`src/rtl/sample_uart_logger.sv`:
```
// sample_uart_logger
//   Buffers 8-bit ADC samples from the SPI leader in a synchronous FIFO and
//   drains them over a UART 8N1 transmitter (LSB first, idle high).
// Ports
//   clk          system clock, rising edge
//   RESET        synchronous, active-high reset
//   sample_valid one-cycle strobe qualifying sample_word
//   sample_word  8-bit ADC sample
//   tx           UART serial output, idle high
//   busy         high while a frame is in progress
//   fifo_count   number of buffered samples (0..2**FIFO_AW)
//   overflow     sticky flag: a sample was dropped because the FIFO was full
module sample_uart_logger #(
  parameter int CLKS_PER_BIT = 434,
  parameter int FIFO_AW      = 4
) (
  input  logic               clk,
  input  logic               RESET,
  input  logic               sample_valid,
  input  logic [7:0]         sample_word,
  output logic               tx,
  output logic               busy,
  output logic [FIFO_AW:0]   fifo_count,
  output logic               overflow
);

  localparam int DEPTH  = 2 ** FIFO_AW;
  localparam int BAUD_W = (CLKS_PER_BIT > 1) ? $clog2(CLKS_PER_BIT) : 1;

  localparam logic [BAUD_W-1:0]  BAUD_LAST = BAUD_W'(CLKS_PER_BIT - 1);
  localparam logic [BAUD_W-1:0]  BAUD_ONE  = BAUD_W'(1);
  localparam logic [FIFO_AW:0]   CNT_FULL  = (FIFO_AW + 1)'(DEPTH);
  localparam logic [FIFO_AW:0]   CNT_ONE   = (FIFO_AW + 1)'(1);
  localparam logic [FIFO_AW-1:0] PTR_ONE   = FIFO_AW'(1);

  typedef enum logic [1:0] {IDLE, START, DATA, STOP} state_t;

  logic [7:0]         mem [DEPTH];
  logic [FIFO_AW-1:0] wr_ptr;
  logic [FIFO_AW-1:0] rd_ptr;

  state_t             state;
  logic [BAUD_W-1:0]  baud;
  logic [2:0]         bit_idx;
  logic [7:0]         shift;

  logic full;
  logic empty;
  logic push;
  logic pop;

  // Pop decision uses the pre-edge count, so a sample written into an empty
  // FIFO is not visible to the transmitter until the following edge.
  always_comb begin
    full  = (fifo_count == CNT_FULL);
    empty = (fifo_count == '0);
    push  = sample_valid && !full;
    pop   = (state == IDLE) && !empty;
  end

  always_ff @(posedge clk) begin
    if (push) begin
      mem[wr_ptr] <= sample_word;
    end
  end

  always_ff @(posedge clk) begin
    if (RESET) begin
      wr_ptr     <= '0;
      rd_ptr     <= '0;
      fifo_count <= '0;
      overflow   <= 1'b0;
    end else begin
      if (push) begin
        wr_ptr <= wr_ptr + PTR_ONE;
      end
      if (pop) begin
        rd_ptr <= rd_ptr + PTR_ONE;
      end
      if (push && !pop) begin
        fifo_count <= fifo_count + CNT_ONE;
      end else if (!push && pop) begin
        fifo_count <= fifo_count - CNT_ONE;
      end
      // A full FIFO drops the sample even when a pop frees a slot this edge.
      if (sample_valid && full) begin
        overflow <= 1'b1;
      end
    end
  end

  always_ff @(posedge clk) begin
    if (RESET) begin
      state   <= IDLE;
      tx      <= 1'b1;
      busy    <= 1'b0;
      baud    <= '0;
      bit_idx <= '0;
      shift   <= '0;
    end else begin
      case (state)
        IDLE: begin
          tx      <= 1'b1;
          busy    <= 1'b0;
          baud    <= '0;
          bit_idx <= '0;
          if (!empty) begin
            shift <= mem[rd_ptr];
            tx    <= 1'b0;
            busy  <= 1'b1;
            state <= START;
          end
        end
        START: begin
          if (baud == BAUD_LAST) begin
            baud  <= '0;
            tx    <= shift[0];
            state <= DATA;
          end else begin
            baud <= baud + BAUD_ONE;
          end
        end
        DATA: begin
          if (baud == BAUD_LAST) begin
            baud <= '0;
            if (bit_idx == 3'd7) begin
              bit_idx <= '0;
              tx      <= 1'b1;
              state   <= STOP;
            end else begin
              // shift[0] is the bit currently on the line; expose the next one.
              bit_idx <= bit_idx + 3'd1;
              tx      <= shift[1];
              shift   <= {1'b0, shift[7:1]};
            end
          end else begin
            baud <= baud + BAUD_ONE;
          end
        end
        STOP: begin
          if (baud == BAUD_LAST) begin
            baud  <= '0;
            busy  <= 1'b0;
            state <= IDLE;
          end else begin
            baud <= baud + BAUD_ONE;
          end
        end
        default: begin
          tx    <= 1'b1;
          busy  <= 1'b0;
          baud  <= '0;
          state <= IDLE;
        end
      endcase
    end
  end

endmodule

```
`config.mk`:
```
export PLATFORM = sky130hd
export DESIGN_NAME = sample_uart_logger
export DESIGN_NICKNAME = d
export VERILOG_FILES = /design/src/rtl/sample_uart_logger.sv
export SDC_FILE = /design/constraint.sdc
export NUM_CORES = 1
export LEC_CHECK = 0
export CORE_MARGIN = 4
export CORE_UTILIZATION = 46
export DETAILED_ROUTE_END_ITERATION = 12
export GPL_ROUTABILITY_DRIVEN = 0
export GPL_TIMING_DRIVEN = 1
export PLACE_DENSITY = 0.62
export SYNTH_ARGS = -nofsm -noshare
export SYNTH_HDL_FRONTEND = slang
export SYNTH_SLANG_ARGS = --single-unit
```
`constraint.sdc`:
```
create_clock -name clk -period 9.4 [get_ports clk]
set_input_delay 2.82 -clock clk [delete_from_list [all_inputs] [get_ports clk]]
set_output_delay 2.82 -clock clk [all_outputs]
set_load 0.005 [all_outputs]
```
### After elaboration in Yosys (flattened, before gate mapping)

Memory sizes are Yosys's and may differ from the RTL's. A register that Yosys moved wholly into a read port is not among the register bits.
Cells that the tools add are included.

* RAM bits: 128
* memories: 1
* bits in registers: 38
* bits of input ports: 11
* logic and storage cells: 79

Memory list
* mem: words 16, bits a word 8, read ports 1, clocked after Yosys merged registers in 1, wr ports 1, RTL line 38 `logic [7:0] mem [DEPTH];`

* $add $sub $neg: 6
* reduce and logical (&&, ||, !) cells: 21
* equality and inequality tests: 12
* muxes and demuxes: 29

Operator list (number)
* $mux 8: 3
* $pmux 9 s2: 1
* $pmux 8 s2: 1
* $ne 2x2->1 const B: 6
* $mux 2: 5
* $mux 5: 2
* $add 9x1->9 const B: 1
* $eq 9x9->1 const B: 1
* $mux 9: 1
* $add 4x1->4 const B: 2
* $mux 1: 8
* $mux 4: 2
* $pmux 2 s4: 1
* $mux 3: 2
* $pmux 3 s2: 1
* $reduce_bool 2->1: 3
* $add 5x1->5 const B: 1
* $eq 5x5->1 const B: 1
* $logic_and 1x1->1: 5
* $logic_not 5->1: 1
* $reduce_and 5->1: 1
* $sub 5x1->5 const B: 1
* $eq 2x2->1 const B: 2
* $logic_not 1->1: 4
* 11 further kinds: 12

### Logic depth before layout (Yosys ltp)

* depth in word-level cells: 7
* gate-level depth with buffers: 11

### Least setup slack after synthesis

OpenSTA, ideal clock, no wires.

* path type: input to register
* start point: in sample_valid
* end point: reg fifo_count[4]
* stages on the path: 9
* setup slack: 4.490 ns
* required time: 9.277 ns
* library setup time: 0.123 ns
* arrival: 4.787 ns
* path buffers: 0
* cell sequence: a21boi_2 -> ha_1 -> inv_1 -> ha_1 -> nor2b_1 -> o21a_1 -> or3_1 -> a21oi_1 -> mux2_1

* cells in the longest elaborated chain, start to end: 4
* elaborated cells on any way between the ends: 6
* classes of those cells: mux: 1; reduce/logical: 5

RTL lines
* start, declared: RTL line 19 `input logic sample_valid,`
* $logic_and 1x1->1 *: RTL line 57 `push = sample_valid && !full;`
* $logic_not 1->1: RTL line 82 `end else if (!push && pop) begin`
* $logic_and 1x1->1: RTL line 82
* $reduce_bool 2->1 (no line)
* end signal, assigned: RTL line 81 `fifo_count <= fifo_count + CNT_ONE;`
* end signal, assigned: RTL line 83 `fifo_count <= fifo_count - CNT_ONE;`
* end, declared: RTL line 23 `output logic [FIFO_AW:0] fifo_count,`

Mark *: on every way between the ends. The rest lies on a longest branch, timed or not.
A chain may end at the register's enable or synchronous reset.

### Worst setup path in the final report

* start point: in sample_valid
* end point: reg fifo_count[4]

* cells in the longest elaborated chain, start to end: 4
* elaborated cells on any way between the ends: 6
* classes of those cells: mux: 1; reduce/logical: 5

RTL lines
* $logic_and 1x1->1 *: RTL line 57
* via push: RTL line 49 `logic push;`
* $logic_not 1->1: RTL line 82
* $logic_and 1x1->1: RTL line 82
* $reduce_bool 2->1 (no line)

The timed path passes the listed nets; every way through them passes the cells marked *.

==> metrics.md <==
| Metric | Value |
|---|---|
| Status | `completed` |
| Routed WL | `13500 microns` |
| Post-CTS Setup Bufs | `0` |
| Post-Syn Area per Cell | `14.8 sq um` |
| CTS sink count | `170` |
| CTS root buf | `clkbuf_16` |
| Max Cap Violations | `0` |
| GRT overflow | `0` |
| Most frequent cell after synthesis | `edfxtp_1` |
| Area contributors post-synth | `edfxtp_1 (54%), dfxtp_1 (12%), mux4_2 (7.6%)` |
| Crit. Startpoint | `sample_valid` |
| Setup TNS | `0 ns` |
| First-pass GRT wire length | `21800 microns` |
| Post-synthesis mux area share | `0.101` |
| Overall via count from detail_route | `3891` |
| Worst setup EP type | `register` |
| Max_slew headroom | `0.267` |
| Achievable Freq | `189 MHz` |
| Ys async rst share | `0` |
| H-tree depth | `4` |
| WL met3 | `468 microns` |
| Routed WL per cell | `19.3 microns` |
| Synth Area in Compound Gates | `0.0727` |
| Post-DP HPWL | `8430 microns` |
| Setup WS post-layout | `4.12 ns` |
| Via density | `5.55` |
| Final Cycle Share | `0.561` |
| Simple-Gate Fraction of Synth Area | `0.0896` |
| Peak supply drop | `0.000152 V` |
| Lkg Pwr | `2.61 nW` |
| Commonest cells post-synth | `edfxtp_1 (128), nor2_1 (54), dfxtp_1 (42), a21oi_1 (24), mux4_2 (24)` |
| Metal1 wirelength | `6400 microns` |
| Area Overhead vs Synth | `12.7%` |
| Register bit total from synthesis | `170` |
| Worst-path clk slew | `0.07 ns` |
| Bufs on Longest Clock Path | `2` |
| Area of the die | `17400 sq um` |
| Netlist cell types | `47` |
| Die W | `132 microns` |
| Total CTS buffers | `17` |
| XOR/XNOR share of the synthesized area | `0.0186` |
| Number of flops mapped to enable cells by yosys | `128` |
| Core Region | `15100 sq um` |
| Buffers on Ports | `18` |
| Cts-stage hold buffer count | `0` |
| Setup-failing EPs final | `0` |
| RSZ-0062 raised after global routing | `false` |
| Post_cts resized | `0` |
| Vias in the first global route | `3966` |
| WP data arrival | `5.59 ns` |
| Synth Flop Type | `edfxtp_1` |
| Die Span Y | `132 microns` |
| Final critical-path required period | `5.28 ns` |
| Placed Area | `7430 sq um` |
| Worst min path class | `register to register` |
| Final Non-Filler Cells | `701` |
| Worst EP required | `9.71 ns` |
| Layout cells sized above 1 | `0.135` |
| Post-route ant nets | `0` |
| DR WL met2 | `6580 microns` |
| Total count of hold-check failures in the final report | `0` |
| Largest net degree at the start of global routing | `47` |
| CTS tree | `yes` |
| Max layer used | `met4` |
| Antenna violations before repair | `0` |
| Clk_lat worst skew | `0.42 ns` |
| GRT Total Usage | `0.163` |
| Adder-cell share of the synthesized area | `0.0347` |
| IO Pins | `19` |
| Syn_nets | `509` |
| CP Max Fanout | `9` |
| Post-place setup slack | `3.74 ns` |
| Finished Core Util | `0.527` |
| Max Clock Skew | `0.00954 ns` |
| Hold slack final | `0.459 ns` |
| Num rows | `45` |
| Synth warnings | `0` |
| Antenna cell count | `0` |
| Cell Area, Synth | `7080 sq um` |
| Cells after DPL | `669` |
| Fin nets | `530` |
| Pwr dens | `271 nW/um^2` |
| Synth Instances | `479` |
| Largest area contributor in the netlist | `edfxtp_1` |
| Critical path startpoint category | `primary input` |
| Fin area | `7980 sq um` |
| DR iter-0 viols | `296` |
| Worst r2r src | `fifo_count[0]$_SDFFE_PP0P_` |
| Synth top area share | `0.543` |
| Final Max Tran Viols | `0` |
| DRT Pass-1 Iters | `5` |
| Slew @ Worst Pin | `1.09 ns` |
| Starting Density | `0.467` |
| Residual DRC | `0` |
| Largest family of logic cells by synthesized area | `multiplexers` |
| Sequential share of the synthesized area | `0.662` |
| Hold path start | `shift[6]$_SDFFE_PP0P_` |
| Total power | `2.16 mW` |
| Worst setup path class | `primary input to register` |
[report_power, final]
| part | internal, mW | total, mW | leakage, nW | switching, mW |
|---|---|---|---|---|
| sequential | 0.861 | 0.908 | 1.50 | 0.0470 |
| combinational | 0.274 | 0.596 | 0.843 | 0.322 |
| clock | 0.352 | 0.655 | 0.271 | 0.303 |
[layout make-up]
type	instances	area, sq um
clock buffer	19	443
tap	188	235
fill	1227	7170
sequential	170	4690
timing repair buffer	24	225
clock inverter	13	108
multi-input combinational	276	2240
inverter	11	41.3
[per-layer routing]
layer / track usage / up-vias
li1: - / 1860
met3: 0.0412 / 7
met1: 0.225 / 1951
met4: 0.0368 / 0
met2: 0.262 / 73
met5: 0 / -
[cell families after synthesis]
| kind of cell | Yosys count |
|---|---|
| adders and majority gates | 19 |
| muxes | 37 |
| and+or+nand+nor | 132 |
| AOI/OAI and AO/OA | 73 |
| buffers and inverters | 33 |
| xor gates and xnor gates | 15 |
| DFF | 170 |
[path summary, 6_finish.rpt]
| check | slack (ns) | depth (start not counted) | to |
|---|---|---|---|
| worst max-delay path | 4.12 | 10 | fifo_count[4]$_SDFFE_PP0P_ |
| worst min-delay path | 0.46 | 2 | shift[6]$_SDFFE_PP0P_ |
| worst max register to register | 6.22 | 10 | fifo_count[4]$_SDFFE_PP0P_ |
| worst min register to register | 0.46 | 2 | shift[6]$_SDFFE_PP0P_ |
[placed cells by master, fill, tap and decap left out, types with 6 or more instances in the layout]
master / netlist / routed
a2111oi_0: 7 / 7
a21oi_1: 24 / 24
a221o_1: 7 / 7
buf_4: 0 / 6
clkbuf_16: 0 / 17
clkdlybuf4s50_1: 0 / 18
dfxtp_1: 42 / 41
edfxtp_1: 128 / 128
ha_1: 18 / 18
inv_1: 11 / 11
inv_6: 0 / 6
mux2_1: 9 / 9
mux4_2: 24 / 24
nand2_1: 19 / 19
nand3_1: 16 / 16
nor2_1: 54 / 54
nor2b_1: 19 / 19
nor3_1: 11 / 11
o21ai_0: 11 / 11
o21ai_1: 8 / 8
xnor2_1: 6 / 6
xor2_1: 9 / 9
[flip-flops by register name (all words and copies together) (netlist names), 2 cells and up, named ones only]
name	count
mem	128
shift	8
wr_ptr	4
baud	9
state	2
rd_ptr	4
fifo_count	5
bit_idx	3
[worst max-delay path, cell delays in order]
cell and delay (ns):
clkdlybuf4s50_1 0.48, a21boi_2 0.45, ha_1 0.32, inv_1 0.11
ha_1 0.30, nor2b_1 0.14, o21a_1 0.17, or3_1 0.30
a21oi_1 0.16, mux2_1 0.32
No activity file was read; power rests on OpenSTA's default activity.
